<file path="src/rtl/stage_sequencer_if.sv">
// Bundle of the pipeline-control signals exchanged between the pipeline
// datapath (master) and the stage sequencer (slave).
interface stage_sequencer_if;
   logic        start;
   logic        ex_valid;
   logic [15:0] ex_opcode;
   logic        branch_taken;
   logic        fetch_en;
   logic        decode_en;
   logic        execute_en;
   logic        wb_en;
   logic        pc_load;
   logic        nop_insert;
   logic        halted;
   logic        err_illegal;
   logic [2:0]  state;
   logic [15:0] retired_count;

   // Datapath side: drives the execute-stage information, observes the enables.
   modport master (
      output start, ex_valid, ex_opcode, branch_taken,
      input  fetch_en, decode_en, execute_en, wb_en, pc_load, nop_insert,
      input  halted, err_illegal, state, retired_count
   );

   // Sequencer side: consumes the execute-stage information, produces the enables.
   modport slave (
      input  start, ex_valid, ex_opcode, branch_taken,
      output fetch_en, decode_en, execute_en, wb_en, pc_load, nop_insert,
      output halted, err_illegal, state, retired_count
   );
endinterface

</file>
<file path="src/rtl/stage_sequencer.sv">
// Stage sequencer: Moore FSM that generates per-stage advance enables for a
// four-stage pipeline, stalling for multi-cycle MULs, flushing after taken
// branches, stopping on HLT and counting retired instructions.
module stage_sequencer #(
   parameter int MUL_LATENCY  = 3,
   parameter int FLUSH_CYCLES = 2
) (
   input logic              clock,
   input logic              reset,
   stage_sequencer_if.slave bus
);

   localparam logic [2:0] ST_IDLE     = 3'd0;
   localparam logic [2:0] ST_RUN      = 3'd1;
   localparam logic [2:0] ST_MUL_WAIT = 3'd2;
   localparam logic [2:0] ST_FLUSH    = 3'd3;
   localparam logic [2:0] ST_HALT     = 3'd4;

   localparam logic [15:0] OP_BR  = 16'h0100;
   localparam logic [15:0] OP_BNE = 16'h0200;
   localparam logic [15:0] OP_MUL = 16'h1000;
   localparam logic [15:0] OP_HLT = 16'h2000;
   localparam logic [15:0] OP_NOP = 16'h4000;

   localparam logic [3:0] STALL_LOAD = 4'(MUL_LATENCY);
   localparam logic [2:0] FLUSH_LOAD = 3'(FLUSH_CYCLES);

   logic [2:0]  state_q;
   logic [2:0]  state_d;
   logic [3:0]  stall_cnt;
   logic [3:0]  stall_d;
   logic [2:0]  flush_cnt;
   logic [2:0]  flush_d;
   logic        retire;
   logic        flag_illegal;
   logic        op_one_hot;

   logic        fetch_en_q;
   logic        decode_en_q;
   logic        execute_en_q;
   logic        wb_en_q;
   logic        pc_load_q;
   logic        nop_insert_q;
   logic        halted_q;
   logic        err_illegal_q;
   logic [15:0] retired_count_q;

   // Legal opcodes have exactly one bit set; x & (x-1) clears the lowest set bit.
   always_comb begin
      op_one_hot = (bus.ex_opcode != 16'd0) &&
                   ((bus.ex_opcode & (bus.ex_opcode - 16'd1)) == 16'd0);
   end

   // Next-state, counter and retirement decisions for the current cycle.
   always_comb begin
      state_d      = state_q;
      stall_d      = stall_cnt;
      flush_d      = flush_cnt;
      retire       = 1'b0;
      flag_illegal = 1'b0;
      case (state_q)
         ST_IDLE: begin
            if (bus.start) begin
               state_d = ST_RUN;
            end
         end
         ST_RUN: begin
            if (bus.ex_valid) begin
               if (!op_one_hot) begin
                  flag_illegal = 1'b1;
               end else if (bus.ex_opcode == OP_MUL) begin
                  state_d = ST_MUL_WAIT;
                  stall_d = STALL_LOAD;
               end else if (bus.ex_opcode == OP_HLT) begin
                  state_d = ST_HALT;
                  retire  = 1'b1;
               end else if ((bus.ex_opcode == OP_BR) ||
                            ((bus.ex_opcode == OP_BNE) && bus.branch_taken)) begin
                  state_d = ST_FLUSH;
                  flush_d = FLUSH_LOAD;
                  retire  = 1'b1;
               end else if (bus.ex_opcode != OP_NOP) begin
                  retire = 1'b1;
               end
            end
         end
         ST_MUL_WAIT: begin
            stall_d = stall_cnt - 4'd1;
            if (stall_cnt <= 4'd1) begin
               state_d = ST_RUN;
               stall_d = 4'd0;
               retire  = 1'b1;
            end
         end
         ST_FLUSH: begin
            flush_d = flush_cnt - 3'd1;
            if (flush_cnt <= 3'd1) begin
               state_d = ST_RUN;
               flush_d = 3'd0;
            end
         end
         ST_HALT: begin
            state_d = ST_HALT;
         end
         default: begin
            state_d = ST_IDLE;
            stall_d = 4'd0;
            flush_d = 3'd0;
         end
      endcase
   end

   // State, counters and all outputs are registered from the next-state view.
   always_ff @(posedge clock) begin
      if (reset) begin
         state_q         <= ST_IDLE;
         stall_cnt       <= 4'd0;
         flush_cnt       <= 3'd0;
         fetch_en_q      <= 1'b0;
         decode_en_q     <= 1'b0;
         execute_en_q    <= 1'b0;
         wb_en_q         <= 1'b0;
         pc_load_q       <= 1'b0;
         nop_insert_q    <= 1'b0;
         halted_q        <= 1'b0;
         err_illegal_q   <= 1'b0;
         retired_count_q <= 16'd0;
      end else begin
         state_q         <= state_d;
         stall_cnt       <= stall_d;
         flush_cnt       <= flush_d;
         fetch_en_q      <= (state_d == ST_RUN) || (state_d == ST_FLUSH);
         decode_en_q     <= (state_d == ST_RUN) || (state_d == ST_FLUSH);
         execute_en_q    <= (state_d == ST_RUN) || (state_d == ST_FLUSH);
         wb_en_q         <= (state_d == ST_RUN) ||
                            ((state_d == ST_MUL_WAIT) && (stall_d == 4'd1));
         pc_load_q       <= (state_q == ST_RUN) && (state_d == ST_FLUSH);
         nop_insert_q    <= (state_d == ST_FLUSH);
         halted_q        <= (state_d == ST_HALT);
         err_illegal_q   <= err_illegal_q | flag_illegal;
         retired_count_q <= retired_count_q + {15'd0, retire};
      end
   end

   assign bus.state         = state_q;
   assign bus.fetch_en      = fetch_en_q;
   assign bus.decode_en     = decode_en_q;
   assign bus.execute_en    = execute_en_q;
   assign bus.wb_en         = wb_en_q;
   assign bus.pc_load       = pc_load_q;
   assign bus.nop_insert    = nop_insert_q;
   assign bus.halted        = halted_q;
   assign bus.err_illegal   = err_illegal_q;
   assign bus.retired_count = retired_count_q;

endmodule

</file>
<file path="src/flat_wrapper.sv">
// flat-port wrapper written by rule: the top's interface ports become plain ports
module stage_sequencer_flat 
#(
   parameter int MUL_LATENCY  = 3,
   parameter int FLUSH_CYCLES = 2
)
  (clock, reset, bus_start, bus_ex_valid, bus_ex_opcode, bus_branch_taken, bus_fetch_en, bus_decode_en, bus_execute_en, bus_wb_en, bus_pc_load, bus_nop_insert, bus_halted, bus_err_illegal, bus_state, bus_retired_count);
  stage_sequencer_if bus_i ();
  input logic clock;
  input logic reset;
  input wire logic [$bits(bus_i.start)-1:0] bus_start;
  input wire logic [$bits(bus_i.ex_valid)-1:0] bus_ex_valid;
  input wire logic [$bits(bus_i.ex_opcode)-1:0] bus_ex_opcode;
  input wire logic [$bits(bus_i.branch_taken)-1:0] bus_branch_taken;
  output wire logic [$bits(bus_i.fetch_en)-1:0] bus_fetch_en;
  output wire logic [$bits(bus_i.decode_en)-1:0] bus_decode_en;
  output wire logic [$bits(bus_i.execute_en)-1:0] bus_execute_en;
  output wire logic [$bits(bus_i.wb_en)-1:0] bus_wb_en;
  output wire logic [$bits(bus_i.pc_load)-1:0] bus_pc_load;
  output wire logic [$bits(bus_i.nop_insert)-1:0] bus_nop_insert;
  output wire logic [$bits(bus_i.halted)-1:0] bus_halted;
  output wire logic [$bits(bus_i.err_illegal)-1:0] bus_err_illegal;
  output wire logic [$bits(bus_i.state)-1:0] bus_state;
  output wire logic [$bits(bus_i.retired_count)-1:0] bus_retired_count;
  assign bus_i.start = bus_start;
  assign bus_i.ex_valid = bus_ex_valid;
  assign bus_i.ex_opcode = bus_ex_opcode;
  assign bus_i.branch_taken = bus_branch_taken;
  assign bus_fetch_en = bus_i.fetch_en;
  assign bus_decode_en = bus_i.decode_en;
  assign bus_execute_en = bus_i.execute_en;
  assign bus_wb_en = bus_i.wb_en;
  assign bus_pc_load = bus_i.pc_load;
  assign bus_nop_insert = bus_i.nop_insert;
  assign bus_halted = bus_i.halted;
  assign bus_err_illegal = bus_i.err_illegal;
  assign bus_state = bus_i.state;
  assign bus_retired_count = bus_i.retired_count;
  stage_sequencer #(.MUL_LATENCY(MUL_LATENCY), .FLUSH_CYCLES(FLUSH_CYCLES)) u_core (.clock(clock), .reset(reset), .bus(bus_i));
endmodule
</file>
<file path="config.mk">
export PLATFORM = sky130hd
export DESIGN_NAME = stage_sequencer_flat
export DESIGN_NICKNAME = d
export VERILOG_FILES = /design/src/rtl/stage_sequencer_if.sv /design/src/rtl/stage_sequencer.sv /design/src/flat_wrapper.sv
export SDC_FILE = /design/constraint.sdc
export NUM_CORES = 1
export LEC_CHECK = 0
export ABC_AREA = 1
export BUFFER_PORTS_ARGS = -buffer_cell sky130_fd_sc_hd__buf_4
export CAP_MARGIN = 25
export CELL_PAD_IN_SITES_DETAIL_PLACEMENT = 0
export CELL_PAD_IN_SITES_GLOBAL_PLACEMENT = 1
export CORE_ASPECT_RATIO = 1.2
export CORE_UTILIZATION = 35
export DETAILED_ROUTE_END_ITERATION = 16
export GPL_TIMING_DRIVEN = 0
export PLACE_DENSITY = 0.78
export SLEW_MARGIN = 20
export SYNTH_ARGS = -nofsm -noshare
export SYNTH_HDL_FRONTEND = slang
export SYNTH_SLANG_ARGS = --single-unit
</file>
<file path="constraint.sdc">
create_clock -name clock -period 7.5 [get_ports clock]
set_input_delay 0.375 -clock clock [delete_from_list [all_inputs] [get_ports clock]]
set_output_delay 0.375 -clock clock [all_outputs]
set_load 0.01 [all_outputs]
</file>
### Word-level counts from Yosys, hierarchy flattened

Cells that the tools add are included.

* register bits: 32
* input port bits: 21
* output and inout bits: 27

* equal/unequal tests: 19
* order comparisons: 2
* add/subtract/negate cells: 4
* reduce and logical (&&, ||, !) cells: 13
* muxes and demuxes: 32
* bitwise logic cells: 3

Operators by type and width (count)
* two-way mux 3 bit: 14
* adder 16 x 1 -> 16 bit: 1
* bitwise AND 16 bit: 1
* == test 16 x 10 -> 1 bit (second input constant): 1
* == test 16 x 13 -> 1 bit (second input constant): 1
* == test 16 x 14 -> 1 bit (second input constant): 1
* == test 16 x 9 -> 1 bit (second input constant): 1
* zero test 16 bit: 1
* two-way mux 4 bit: 4
* != test 16 x 15 -> 1 bit (second input constant): 1
* nonzero test 16 bit: 1
* subtractor 16 x 1 -> 16 bit (second input constant): 1
* one-hot mux 3 bit (5 select lines): 1
* == test 3 x 2 -> 1 bit (second input constant): 4
* one-hot mux 4 bit (3 select lines): 1
* two-way mux 1 bit: 10
* one-hot mux 3 bit (3 select lines): 1
* == test 3 x 1 -> 1 bit (second input constant): 2
* == test 3 bit (second input constant): 2
* != test 2 bit (second input constant): 3
* AND reduction 6 bit: 1
* OR reduction 3 bit: 2
* == test 4 x 1 -> 1 bit (second input constant): 1
* <= comparator 4 x 1 -> 1 bit (second input constant): 1
* other kinds (10): 16

### Depth between registers and ports, before layout

* word-level depth: 12
* mapped depth: 22
* gate-level depth less buffers: 22

### Least setup slack after synthesis

OpenSTA, ideal clock, no wires.

* path kind: input -> register
* from: input bus_ex_opcode[2]
* to: register u_core.retired_count_q[14], in the netlist u_core.bus.retired_count[14]
* cell stages on the path: 20
* data required time: 7367 ps
* path slack: 4784 ps
* arrival: 2583 ps
* cell sequence: inv_1 nand2_2 nor2_4 nand2_1 o21ai_0 nand3_1 nor3_2 nand4_1 o22ai_1 ha_1 ha_1 nand2_1 inv_1 nand2_2 nor3_2 nand3_1 nor2_1 nand2_1 nor3b_1 nor3_1

* longest elaborated chain between the ends: 10

Ends and longest elaborated chain
* start, declared: RTL line flat_wrapper.sv:13 `input wire logic [$bits(bus_i.ex_opcode)-1:0] bus_ex_opcode;`
* parallel branches: the longest is 6 deep, another holds subtractor 16 x 1 -> 16 bit
* two-way mux 1 bit *: RTL line stage_sequencer.sv:69 `if (!op_one_hot) begin`
* two-way mux 1 bit *: RTL line stage_sequencer.sv:68 `if (bus.ex_valid) begin`
* one-hot mux 1 bit (2 select lines) *: RTL line stage_sequencer.sv:61 `case (state_q)`
* adder 16 x 1 -> 16 bit *: RTL line stage_sequencer.sv:141 `retired_count_q <= retired_count_q + {15'd0, retire};`
* end signal, assigned: RTL line stage_sequencer.sv:141
* end, declared: RTL line stage_sequencer.sv:46 `logic [15:0] retired_count_q;`

Every way passes the cells marked *.
A chain may end at the register's enable or synchronous reset.

### Worst setup path after layout

* from: input bus_ex_opcode[1]
* to: register u_core.retired_count_q[14], in the netlist u_core.bus.retired_count[14]

The elaborated chain is that of the path after synthesis.

==> flow_metrics.env <==
export IMPL_area_growth_pct=26.7
export IMPL_clock_path_buffers=2
export IMPL_syn_instance_count=296
export IMPL_numCtsBuffers=5
export IMPL_vias=1997
export IMPL_routed_wl_um=4720
export IMPL_min_period_over_period_pct=39.9
export IMPL_cts_tree="done"
export IMPL_dr_pass1_iters=11
export IMPL_grt_pass1_wl_um=8070
export IMPL_insertion_delay_ns=0.28
export IMPL_htree_num_levels=2
export IMPL_total_power_w=0.000384
export IMPL_synth_cell_types=34
export IMPL_maxCapViolCount=0
export IMPL_cts_resized=0
export IMPL_endpoint_kind="register"
export IMPL_p_leak_nw=1.11
export IMPL_cp_max_fo=4
export IMPL_startpoint_type="input pin"
export IMPL_ios=48
export IMPL_required_ns=7.65
export IMPL_outcome="finished with violations"
export IMPL_clock_sinks=32
export IMPL_cp_arrival_ns=3.14
export IMPL_core_rowCount=29
export IMPL_syn_area_per_cell_um2=6.81
export IMPL_post_cts_buffers=0
export IMPL_slew_viol_final=0
export IMPL_rsz0062_at_grt="no"
export IMPL_postPlaceCellArea_mm2=0.00245
export IMPL_synth_edf_count=0
export IMPL_grt_pass1_vias=1787
export IMPL_max_slew_margin_pct=63.9
export IMPL_wl_per_cell_um=11.4
export IMPL_clockRootBuffer="clkbuf_8"
export IMPL_cts_hold_buffers_added=0
export IMPL_grt_remaining_overflow=0
export IMPL_core_area_mm2=0.00541
export IMPL_port_buffers=47
export IMPL_antenna_left=0
export IMPL_yosys_warnings=0
export IMPL_nets=376
export IMPL_grt_max_degree=11
export IMPL_fin_skew_ns=0.00569
export IMPL_detailed_place_hpwl_um=3830
export IMPL_place_gp_congestion=0.786
export IMPL_period_needed_ns=2.99
export IMPL_finalSetupTns_ns=0
export IMPL_fmax_mhz=334
export IMPL_start_util_pct=37.3
export IMPL_crit_type="input pin to register"
export IMPL_fin_area_mm2=0.00255
export IMPL_layout_drive_gt1_share_pct=27.6
export IMPL_antenna_cells=0
export IMPL_die_w_um=71.3
export IMPL_synth_async_reset_ratio_pct=0
export IMPL_ys_seq_elements=32
export IMPL_antenna_found_initial=0
export IMPL_mappedNetlistArea_mm2=0.00202
export IMPL_clkTransAtPathRegs_ns=0.07
export IMPL_viasPerCell=4.84
export IMPL_hold_class="input pin to register"
export IMPL_drtIter0Drc=114
export IMPL_finalSetupViolCount=0
export IMPL_failed_checks="DRC"
export IMPL_die_h_um=85.1
export IMPL_vdd_ir_drop_max_mv=0.0679
export IMPL_drc=4
export IMPL_synth_net_count=322
export IMPL_yosysSeqAreaShare_pct=31.8
export IMPL_worst_pin_slew_ns=0.535
export IMPL_grt_usage_pct=16.7
export IMPL_dieArea_mm2=0.00607
export IMPL_powerDensity_mw_per_mm2=150
export IMPL_synth_main_ff_cell="dfxtp_1"
export IMPL_timing_hold_violations_final=0
## synth_stat cells, types with 3 or more instances
cell type	n	area [um^2]
o22ai_1	3	18.8
a21oi_1	22	110
nor2_1	33	124
o21a_1	3	22.5
nand4_1	8	50.1
inv_2	5	18.8
nor2_4	7	78.8
nor3_1	4	20.0
nand3_1	17	85.1
dfxtp_1	32	641
ha_1	5	62.6
o21ai_1	7	35.0
nor2_2	10	62.6
nand2_1	43	161
inv_1	42	158
nor3_2	6	60.1
nand2_2	9	56.3
o21ai_0	18	90.1
## placed cells by master, fill, tap and decap left out, types with 2 or more instances in the layout
| cell type | netlist | layout |
|---|---|---|
| nor2_2 | 10 | 10 |
| buf_4 | 2 | 49 |
| nand3_1 | 17 | 17 |
| nor2_4 | 7 | 7 |
| nor3_2 | 6 | 6 |
| o21a_1 | 3 | 3 |
| o21ai_0 | 18 | 18 |
| inv_1 | 42 | 42 |
| inv_2 | 5 | 5 |
| nand4_1 | 8 | 8 |
| nand2_2 | 9 | 9 |
| dfxtp_1 | 32 | 32 |
| clkbuf_1 | 2 | 3 |
| a31oi_1 | 2 | 2 |
| xor2_1 | 2 | 2 |
| nand2_1 | 43 | 43 |
| nor2_1 | 33 | 33 |
| ha_1 | 5 | 5 |
| a21oi_1 | 22 | 22 |
| nand2_4 | 2 | 2 |
| o21ai_1 | 7 | 7 |
| clkinv_1 | 2 | 2 |
| o22ai_1 | 3 | 3 |
| nor3_1 | 4 | 4 |
| clkbuf_8 | 0 | 5 |
## worst max-delay path, stage by stage
cell	delay [ns]
buf_4	0.12
nor2_2	0.16
nand2_2	0.08
nor2_1	0.19
nand2_1	0.07
o21ai_0	0.09
nand3_1	0.12
nor3_2	0.22
nand4_1	0.11
o22ai_1	0.14
ha_1	0.20
ha_1	0.17
nand2_1	0.05
inv_1	0.10
nand2_2	0.09
nor3_2	0.22
nand3_1	0.13
nor2_1	0.15
nand2_1	0.09
nor3b_1	0.19
nor3_1	0.07
## path summary, 6_finish.rpt
check	start	cells after the start	slack (ns)	end
max	bus_ex_opcode[1]	21	4.51	u_core.bus.retired_count[14]$_SDFF_PP0_
min	reset	2	0.29	u_core.bus.state[0]$_SDFF_PP0_
max reg2reg	u_core.bus.state[0]$_SDFF_PP0_	17	4.59	u_core.bus.retired_count[14]$_SDFF_PP0_
min reg2reg	u_core.bus.err_illegal$_SDFF_PP0_	2	0.46	u_core.bus.err_illegal$_SDFF_PP0_
## kinds of logic after synthesis
kind of cell    Yosys count  synth area share, %
compound gates           59                 16.0
xor+xnor                  3                 1.30
fa+ha+maj                 5                 3.10
buf+inv                  53                 10.2
flops                    32                 31.8
simple gates            144                 37.6
## layout make-up
| class | instances | area (um^2) |
|---|---|---|
| fillers | 557 | 2850 |
| multi-input cells | 211 | 1170 |
| flip-flops and latches | 32 | 641 |
| repair buffers | 47 | 353 |
| inverters | 49 | 184 |
| well taps | 62 | 77.6 |
| clock buffers | 6 | 72.6 |
| clock inverters | 2 | 35.0 |
| plain buffers | 4 | 22.5 |
## stage by stage
stage / setup slack (ns) / utilization, % / std cells / hold slack [ns]
finish: 4.51 / 47.2 / 413 / 0.290
global route: 4.10 / 47.2 / 413 / 0.283
CTS: 4.45 / 47.2 / 413 / 0.282
detailed placement: 4.16 / 45.2 / 405 / 0.458
global placement: 4.21 / 45.2 / 405 / 0.451
floorplan: 4.78 / - / 296 / 0.440
## sequential cells by signal, summed over array words and instances, names as in the netlist
name and flops:
u_core.bus.pc_load 1, u_core.flush_cnt 3, u_core.bus.nop_insert 1, u_core.bus.fetch_en 1, u_core.bus.err_illegal 1, u_core.bus.wb_en 1
u_core.stall_cnt 4, u_core.bus.retired_count 16, u_core.bus.state 3, u_core.bus.halted 1
## where the power goes
| part | switching (W) | internal (W) | total (W) | leakage (nW) |
|---|---|---|---|---|
| Sequential | 0.00000114 | 0.000172 | 0.000173 | 0.259 |
| Combinational | 0.0000281 | 0.0000199 | 0.0000480 | 0.799 |
| Clock | 0.0000646 | 0.0000985 | 0.000163 | 0.0552 |
| Total | 0.0000938 | 0.000290 | 0.000384 | 1.11 |
## routing by layer
| layer | GRT usage (%) | wire, um | vias up |
|---|---|---|---|
| li1 | - | - | 1080 |
| met1 | 21.4 | 2170 | 867 |
| met2 | 28.6 | 2280 | 46 |
| met3 | 2.97 | 220 | 4 |
| met4 | 4.91 | 57 | 0 |
| met5 | 0 | 0 | - |
Note: power is estimated with default switching activity, not from simulation.
